**src/rtl/micro_sequencer.sv**
```systemverilog
// Microprogram sequencer: holds the current micro-address and computes the next one from the
// microword sequencing field, with memory stall, call/return stack, wait, halt and interrupt entry.
module micro_sequencer #(
    parameter int unsigned UADDR_W     = 5,
    parameter int unsigned NUM_COND    = 4,
    parameter int unsigned STACK_DEPTH = 2,
    parameter int unsigned RESET_ADDR  = 0,
    parameter int unsigned IRQ_ADDR    = 31
) (
    input  logic                         clock,
    input  logic                         reset_n,
    input  logic [2:0]                   seq_type,
    input  logic [UADDR_W-1:0]           next_addr,
    input  logic [$clog2(NUM_COND)-1:0]  cond_sel,
    input  logic                         cond_pol,
    input  logic                         mem_req,
    input  logic                         mem_ready,
    input  logic [NUM_COND-1:0]          cond,
    input  logic [UADDR_W-1:0]           ib_target,
    input  logic [UADDR_W-1:0]           sb_target,
    input  logic                         irq,
    input  logic                         irq_en,
    output logic [UADDR_W-1:0]           uaddr,
    output logic                         stall,
    output logic                         ib_boundary,
    output logic                         irq_ack,
    output logic                         halted,
    output logic                         stack_err
);

    localparam int unsigned SP_W = $clog2(STACK_DEPTH) + 1;
    localparam logic [UADDR_W-1:0] RST_A = UADDR_W'(RESET_ADDR);
    localparam logic [UADDR_W-1:0] IRQ_A = UADDR_W'(IRQ_ADDR);
    localparam logic [SP_W-1:0]    SP_FULL = SP_W'(STACK_DEPTH);

    typedef enum logic [2:0] {
        SEQ_IB   = 3'b000,
        SEQ_SB   = 3'b001,
        SEQ_BC   = 3'b010,
        SEQ_DB   = 3'b011,
        SEQ_CALL = 3'b100,
        SEQ_RET  = 3'b101,
        SEQ_WAIT = 3'b110,
        SEQ_HALT = 3'b111
    } seq_e;

    typedef enum logic {
        ST_RUN  = 1'b0,
        ST_HALT = 1'b1
    } state_e;

    state_e                state;
    seq_e                  seq;
    logic [SP_W-1:0]       sp;
    logic [SP_W-1:0]       sp_dec;
    logic [UADDR_W-1:0]    uaddr_inc;
    logic                  taken;
    logic                  irq_take;
    logic                  push_ok;
    logic [UADDR_W-1:0]    stack_mem [STACK_DEPTH];

    assign seq       = seq_e'(seq_type);
    assign stall     = mem_req & ~mem_ready;
    assign taken     = (cond[cond_sel] == cond_pol);
    assign irq_take  = irq & irq_en;
    assign uaddr_inc = uaddr + UADDR_W'(1);
    assign sp_dec    = sp - SP_W'(1);
    assign push_ok   = (sp != SP_FULL);
    assign halted    = (state == ST_HALT);

    // Stack contents need no reset; only the pointer defines validity.
    always_ff @(posedge clock) begin
        if (!stall && state == ST_RUN && seq == SEQ_CALL && push_ok)
            stack_mem[sp[SP_W-2:0]] <= uaddr_inc;
    end

    always_ff @(posedge clock or negedge reset_n) begin
        if (!reset_n) begin
            uaddr       <= RST_A;
            sp          <= '0;
            state       <= ST_RUN;
            stack_err   <= 1'b0;
            ib_boundary <= 1'b0;
            irq_ack     <= 1'b0;
        end else begin
            ib_boundary <= 1'b0;
            irq_ack     <= 1'b0;
            if (!stall) begin
                if (state == ST_HALT) begin
                    if (irq_take) begin
                        uaddr   <= IRQ_A;
                        irq_ack <= 1'b1;
                        state   <= ST_RUN;
                    end
                end else begin
                    unique case (seq)
                        SEQ_IB: begin
                            if (irq_take) begin
                                uaddr   <= IRQ_A;
                                irq_ack <= 1'b1;
                            end else begin
                                uaddr       <= ib_target;
                                ib_boundary <= 1'b1;
                            end
                        end
                        SEQ_SB:   uaddr <= sb_target;
                        SEQ_BC:   uaddr <= taken ? next_addr : uaddr_inc;
                        SEQ_DB:   uaddr <= next_addr;
                        SEQ_CALL: begin
                            uaddr <= next_addr;
                            if (push_ok) sp <= sp + SP_W'(1);
                            else         stack_err <= 1'b1;
                        end
                        SEQ_RET: begin
                            if (sp == '0) begin
                                uaddr     <= RST_A;
                                stack_err <= 1'b1;
                            end else begin
                                uaddr <= stack_mem[sp_dec[SP_W-2:0]];
                                sp    <= sp_dec;
                            end
                        end
                        SEQ_WAIT: if (taken) uaddr <= next_addr;
                        SEQ_HALT: state <= ST_HALT;
                        default:  uaddr <= uaddr;
                    endcase
                end
            end
        end
    end

endmodule

```
**config.mk**
```make
export PLATFORM = sky130hd
export DESIGN_NAME = micro_sequencer
export DESIGN_NICKNAME = d
export VERILOG_FILES = /design/src/rtl/micro_sequencer.sv
export SDC_FILE = /design/constraint.sdc
export NUM_CORES = 1
export LEC_CHECK = 0
export CORE_MARGIN = 2
export CORE_UTILIZATION = 38
export CTS_BUF_LIST = sky130_fd_sc_hd__clkbuf_4
export DETAILED_ROUTE_END_ITERATION = 10
export PLACE_DENSITY = 0.67
export SYNTH_ARGS = -nofsm -noshare
export SYNTH_HDL_FRONTEND = slang
export SYNTH_SLANG_ARGS = --single-unit
```
**constraint.sdc**
```tcl
create_clock -name clock -period 4.4 [get_ports clock]
set_clock_uncertainty 0.15 [all_clocks]
set_input_delay 0.88 -clock clock [delete_from_list [all_inputs] [get_ports clock]]
set_output_delay 0.88 -clock clock [all_outputs]
set_load 0.02 [all_outputs]
```
## Word level (Yosys, flattened, before mapping)

Memories as Yosys holds them, arrays and structs flattened.
Index checks and enable logic that the tools add are counted.
Widths: inputs -> output; s select.

- Register bits: 11
- Memories kept: 1
- Memory bits (writable): 10
- Output and inout bits: 10

- Multiplexer cells: 27
- Equality and inequality tests: 15
- Bitwise logic cells: 5
- Reductions and logical operators: 12
- Magnitude comparators: 1
- $add $sub $neg: 3

Memories:

| memory | words | bits a word | read ports | clocked after memory_dff | write ports | line | source |
|---|---|---|---|---|---|---|---|
| stack_mem | 2 | 5 | 1 | 0 | 1 | 60 | `logic [UADDR_W-1:0] stack_mem [STACK_DEPTH];` |

Operators with widths:

| operator | number |
|---|---|
| $mux 5 | 6 |
| $pmux 5 s6 | 1 |
| $mux 1 | 15 |
| $eq 3x3->1 const B | 4 |
| $ne 2x2->1 const B | 5 |
| $reduce_and 5->1 | 2 |
| $reduce_bool 7->1 | 1 |
| $eq 3x2->1 const B | 2 |
| $add 5x1->5 const B | 1 |
| $mux 2 | 2 |
| $pmux 2 s2 | 1 |
| $reduce_and 4->1 | 1 |
| $eq 3x1->1 const B | 1 |
| $logic_and 1x1->1 | 3 |
| $logic_not 3->1 | 1 |
| $lt 2x3->1 const B | 1 |
| $ne 3x3->1 const B | 1 |
| $not 1->1 | 3 |
| $add 2x1->2 const B | 1 |
| $and 1x1->1 | 2 |
| $bmux 1 s2 | 1 |
| $logic_not 2->1 | 1 |
| $ne 2x1->1 const B | 1 |
| $pmux 1 s2 | 1 |
| other kinds (5) | 5 |

## Depth between registers and ports, before layout

- Depth after elaboration: 8
- Depth in mapped cells: 8
- Depth with buffers taken out: 7

## Worst setup path before layout

Ideal clock, no wire load.

- Path kind: input to register
- From: in mem_req
- To: mem stack_mem[0][0], enable pin
- Data arrival time: 2004 ps
- Stages on the path: 4
- Setup slack: 1865 ps
- Data required time: 3869 ps
- Path through: nor2b_1 -> nor3_1 -> nand2_1 -> nor4_1

- Word-level cells in the longest chain between the ends: 7

RTL lines:

| item | line | source |
|---|---|---|
| start: declaration | 16 | `input logic mem_req,` |
| $and 1x1->1 | 63 | `assign stall = mem_req & ~mem_ready;` |
| $logic_not 1->1 | - |  |
| $logic_and 1x1->1 (3 in series) | 73 | `if (!stall && state == ST_RUN && seq == SEQ_CALL && push_ok)` |
| $mux 1 | 73 |  |
| $mux 1 (not written as such) | 74 | `stack_mem[sp[SP_W-2:0]] <= uaddr_inc;` |
| end: declaration | 60 |  |

No other way between the ends.

## Final worst setup path

- From: in mem_req
- To: out stall

- Word-level cells in the longest chain between the ends: 1

RTL lines:

| item | line | source |
|---|---|---|
| $and 1x1->1 | 63 |  |
| end: declaration | 24 | `output logic stall,` |

No other way between the ends.

==> reports/metrics.yaml <==
routing:
  route.final.wire_length_um: 3720
  drtAntennaViolNets: 0
  drt_pre_antenna_iters: 4
  drt_first_iter_violations: 112
  wire_per_inst_um: 16.3
  detail_route.vias_per_cell: 5.52
  routed-via-count: 1258
  drc_errors: 0
sta:
  setup_tns_ns: 0
  worst-slew-pin-transition_ns: 0.976
  finalCritPeriodShare: 0.767
  slew_headroom: 0.343
  highest_clock_rate_mhz: 296
  endpoints_failing_hold: 0
  max_slew_violation_count: 0
  rsz0062_at_grt: "no"
  finalSetupViolCount: 0
  smallest_hold_slack_ns: 0.354
  period_needed_ns: 3.37
floorplan:
  die_area_um2: 4330
  fp.dieW_um: 65.8
  fp.dieH_um: 65.8
  num_rows: 22
  initial_core_util: 0.396
  pin_count: 41
  core_um2: 3660
place:
  dpl.hpwl_um: 2990
  gpl.final_weighted_congestion: 0.973
  post_dp_cell_area_um2: 1850
  port-buffer-count: 40
status:
  status: "finished clean"
worst_hold_path:
  hold_class: "flip-flop to flip-flop"
  min_delay_path_depth: 1
  worst_hold_startpoint: "stack_err"
  worst_hold_path.endpoint: "stack_err"
yosys:
  synth_cell_types: 44
  post_synth_instance_area_um2: 1450
  synthArstFlopShare: 0.524
  syn-instance-count: 144
  total_of_warnings_raised_by_yosys: 0
  synth_nets: 178
  synth_top_flop_cell: "sky130_fd_sc_hd__dfrtp_1"
  yosysSeqAreaShare: 0.397
  synth.ff_latch_count: 21
  postSynthAreaPerCell_um2: 10.1
  synth-edff-count: 10
clock_tree:
  clkSlewWorstSetupHoldPaths_ns: 0.14
  tritoncts: "yes"
  clock_latency_on_the_worst_skew_pair_ns: 0.32
  ctsRootBufferMaster: "sky130_fd_sc_hd__clkbuf_4"
  numCtsBuffers: 3
  cts_post_setup_buffers_inserted: 0
  cts-hold-fix-buffers: 0
  numClockSinks: 21
  cts-root-to-sink-buffers: 2
  cts_max_level: 1
  cts.repair.resized: 0
global_route:
  antenna_found_initial: 0
  number_of_global_route_vias_before_repair: 1272
  grt_pass1_wl_um: 6130
  grt_overflow: 0
  grt_max_degree: 19
  grtUsageTotal: 0.187
cells_and_area:
  syn_to_final_growth_pct: 29.6
  fraction_of_final_layout_cells_sized_beyond_drive_strength_1: 0.0944
  diodes: 0
  layout.nets: 215
  finalInstanceArea_um2: 1880
critical_path:
  crit-reg2reg-launch: "halted"
  worstSetupEndpointType: "output port"
  arrival_ns: 2.34
  critPathLaunchType: "input port"
  ff2ff_path_depth: 3
  path_class: "input port to output port"
  ff2ff_setup_slack_ns: 2.08
  critical_path.max_fanout: 6
  reg2reg_to: "stack_mem[0][3]"
  worstPathRequired_ns: 3.37
power:
  power_density_nw_per_um2: 392
  worst_ir_drop_vdd_v: 0.000154
  leakage_uw: 0.000727
job:
  max_cap_violations: 0
==> cells in the mapped netlist, drive strengths merged (5+ instances only) <==
master,number,area share
a21oi,11,0.038
a31oi,5,0.042
buf,7,0.038
dfrtp,11,0.19
edfxtp,10,0.21
mux2i,16,0.11
nand2,12,0.033
nor2,14,0.036
nor4,6,0.026
o22ai,5,0.022
==> where the power goes <==
group          switching (µW)  internal (µW)
clock                    63.6           34.0
combinational             169            164
sequential               45.6            261
total                     278            459
==> state kept, by name, summed over array words and instances, names as in the netlist <==
name / flops
stack_mem: 10
uaddr: 5
sp: 2
halted: 1
ib_boundary: 1
irq_ack: 1
stack_err: 1
==> final cells by class <==
type / instances / area, µm²
Multi-Input combinational cell: 111 / 802
Inverter: 4 / 15.0
Sequential cell: 21 / 576
Timing Repair Buffer: 40 / 400
Clock inverter: 1 / 5.00
Clock buffer: 3 / 22.5
Fill cell: 343 / 1780
Tap cell: 48 / 60.1
==> routing by layer <==
metal,GRT usage,share of wire
met1,0.252,0.44
met2,0.314,0.49
met3,0.0170,0.044
met4,0.0625,0.017
met5,0,0
==> cell usage in the layout, fill, tap and decap left out, types with 4 or more instances in the layout <==
master                            netlist  routed
sky130_fd_sc_hd__inv_1                  4       4
sky130_fd_sc_hd__o22ai_1                5       5
sky130_fd_sc_hd__mux2i_1               15      15
sky130_fd_sc_hd__nor4_1                 6       6
sky130_fd_sc_hd__dfrtp_1               11      11
sky130_fd_sc_hd__nor2_1                14      14
sky130_fd_sc_hd__nand2_1               11      11
sky130_fd_sc_hd__a21oi_1               11      11
sky130_fd_sc_hd__clkdlybuf4s50_1        0      40
sky130_fd_sc_hd__xnor2_1                4       4
sky130_fd_sc_hd__edfxtp_1              10      10
==> metrics by stage <==
stage | setup slack (ns) | power [µW] | utilization | std cells
after floorplan | 1.86 | 521 | - | 144
after global placement | 1.03 | 642 | 0.506 | 224
after detailed placement | 0.930 | 645 | 0.506 | 224
after CTS | 1.03 | 742 | 0.514 | 228
after global routing | 0.966 | 785 | 0.514 | 228
final | 1.03 | 738 | 0.514 | 228
==> critical path: stages <==
cell and delay (ns):
sky130_fd_sc_hd__clkdlybuf4s50_1 0.45, sky130_fd_sc_hd__nor2b_1 0.33, sky130_fd_sc_hd__clkdlybuf4s50_1 0.69
==> worst max-delay path by stage <==
stage / startpoint / to / slack (ns) / cells after the start
after floorplan: mem_req / stack_mem[0][0] / 1.86 / 4
after global placement: seq_type[1] / stack_mem[0][2] / 1.03 / 4
after CTS: mem_req / stall / 1.03 / 3
final: mem_req / stall / 1.03 / 3
after detailed placement: seq_type[1] / stack_mem[0][3] / 0.93 / 4
after global routing: mem_req / stall / 0.97 / 3
==> logic make-up (layout without fill, tap and decap cells) <==
family | count (synthesis) | in the layout | synth area share
flip-flops | 21 | 21 | 0.397
AO/OA/AOI/OAI | 33 | 33 | 0.166
XOR/XNOR | 5 | 5 | 0.0302
buffers and inverters | 12 | 48 | 0.0509
AND/OR/NAND/NOR | 51 | 51 | 0.189
multiplexers | 19 | 19 | 0.141
adder cells (fa/ha/maj) | 3 | 3 | 0.0259
No activity file was read; power rests on OpenSTA's default activity.
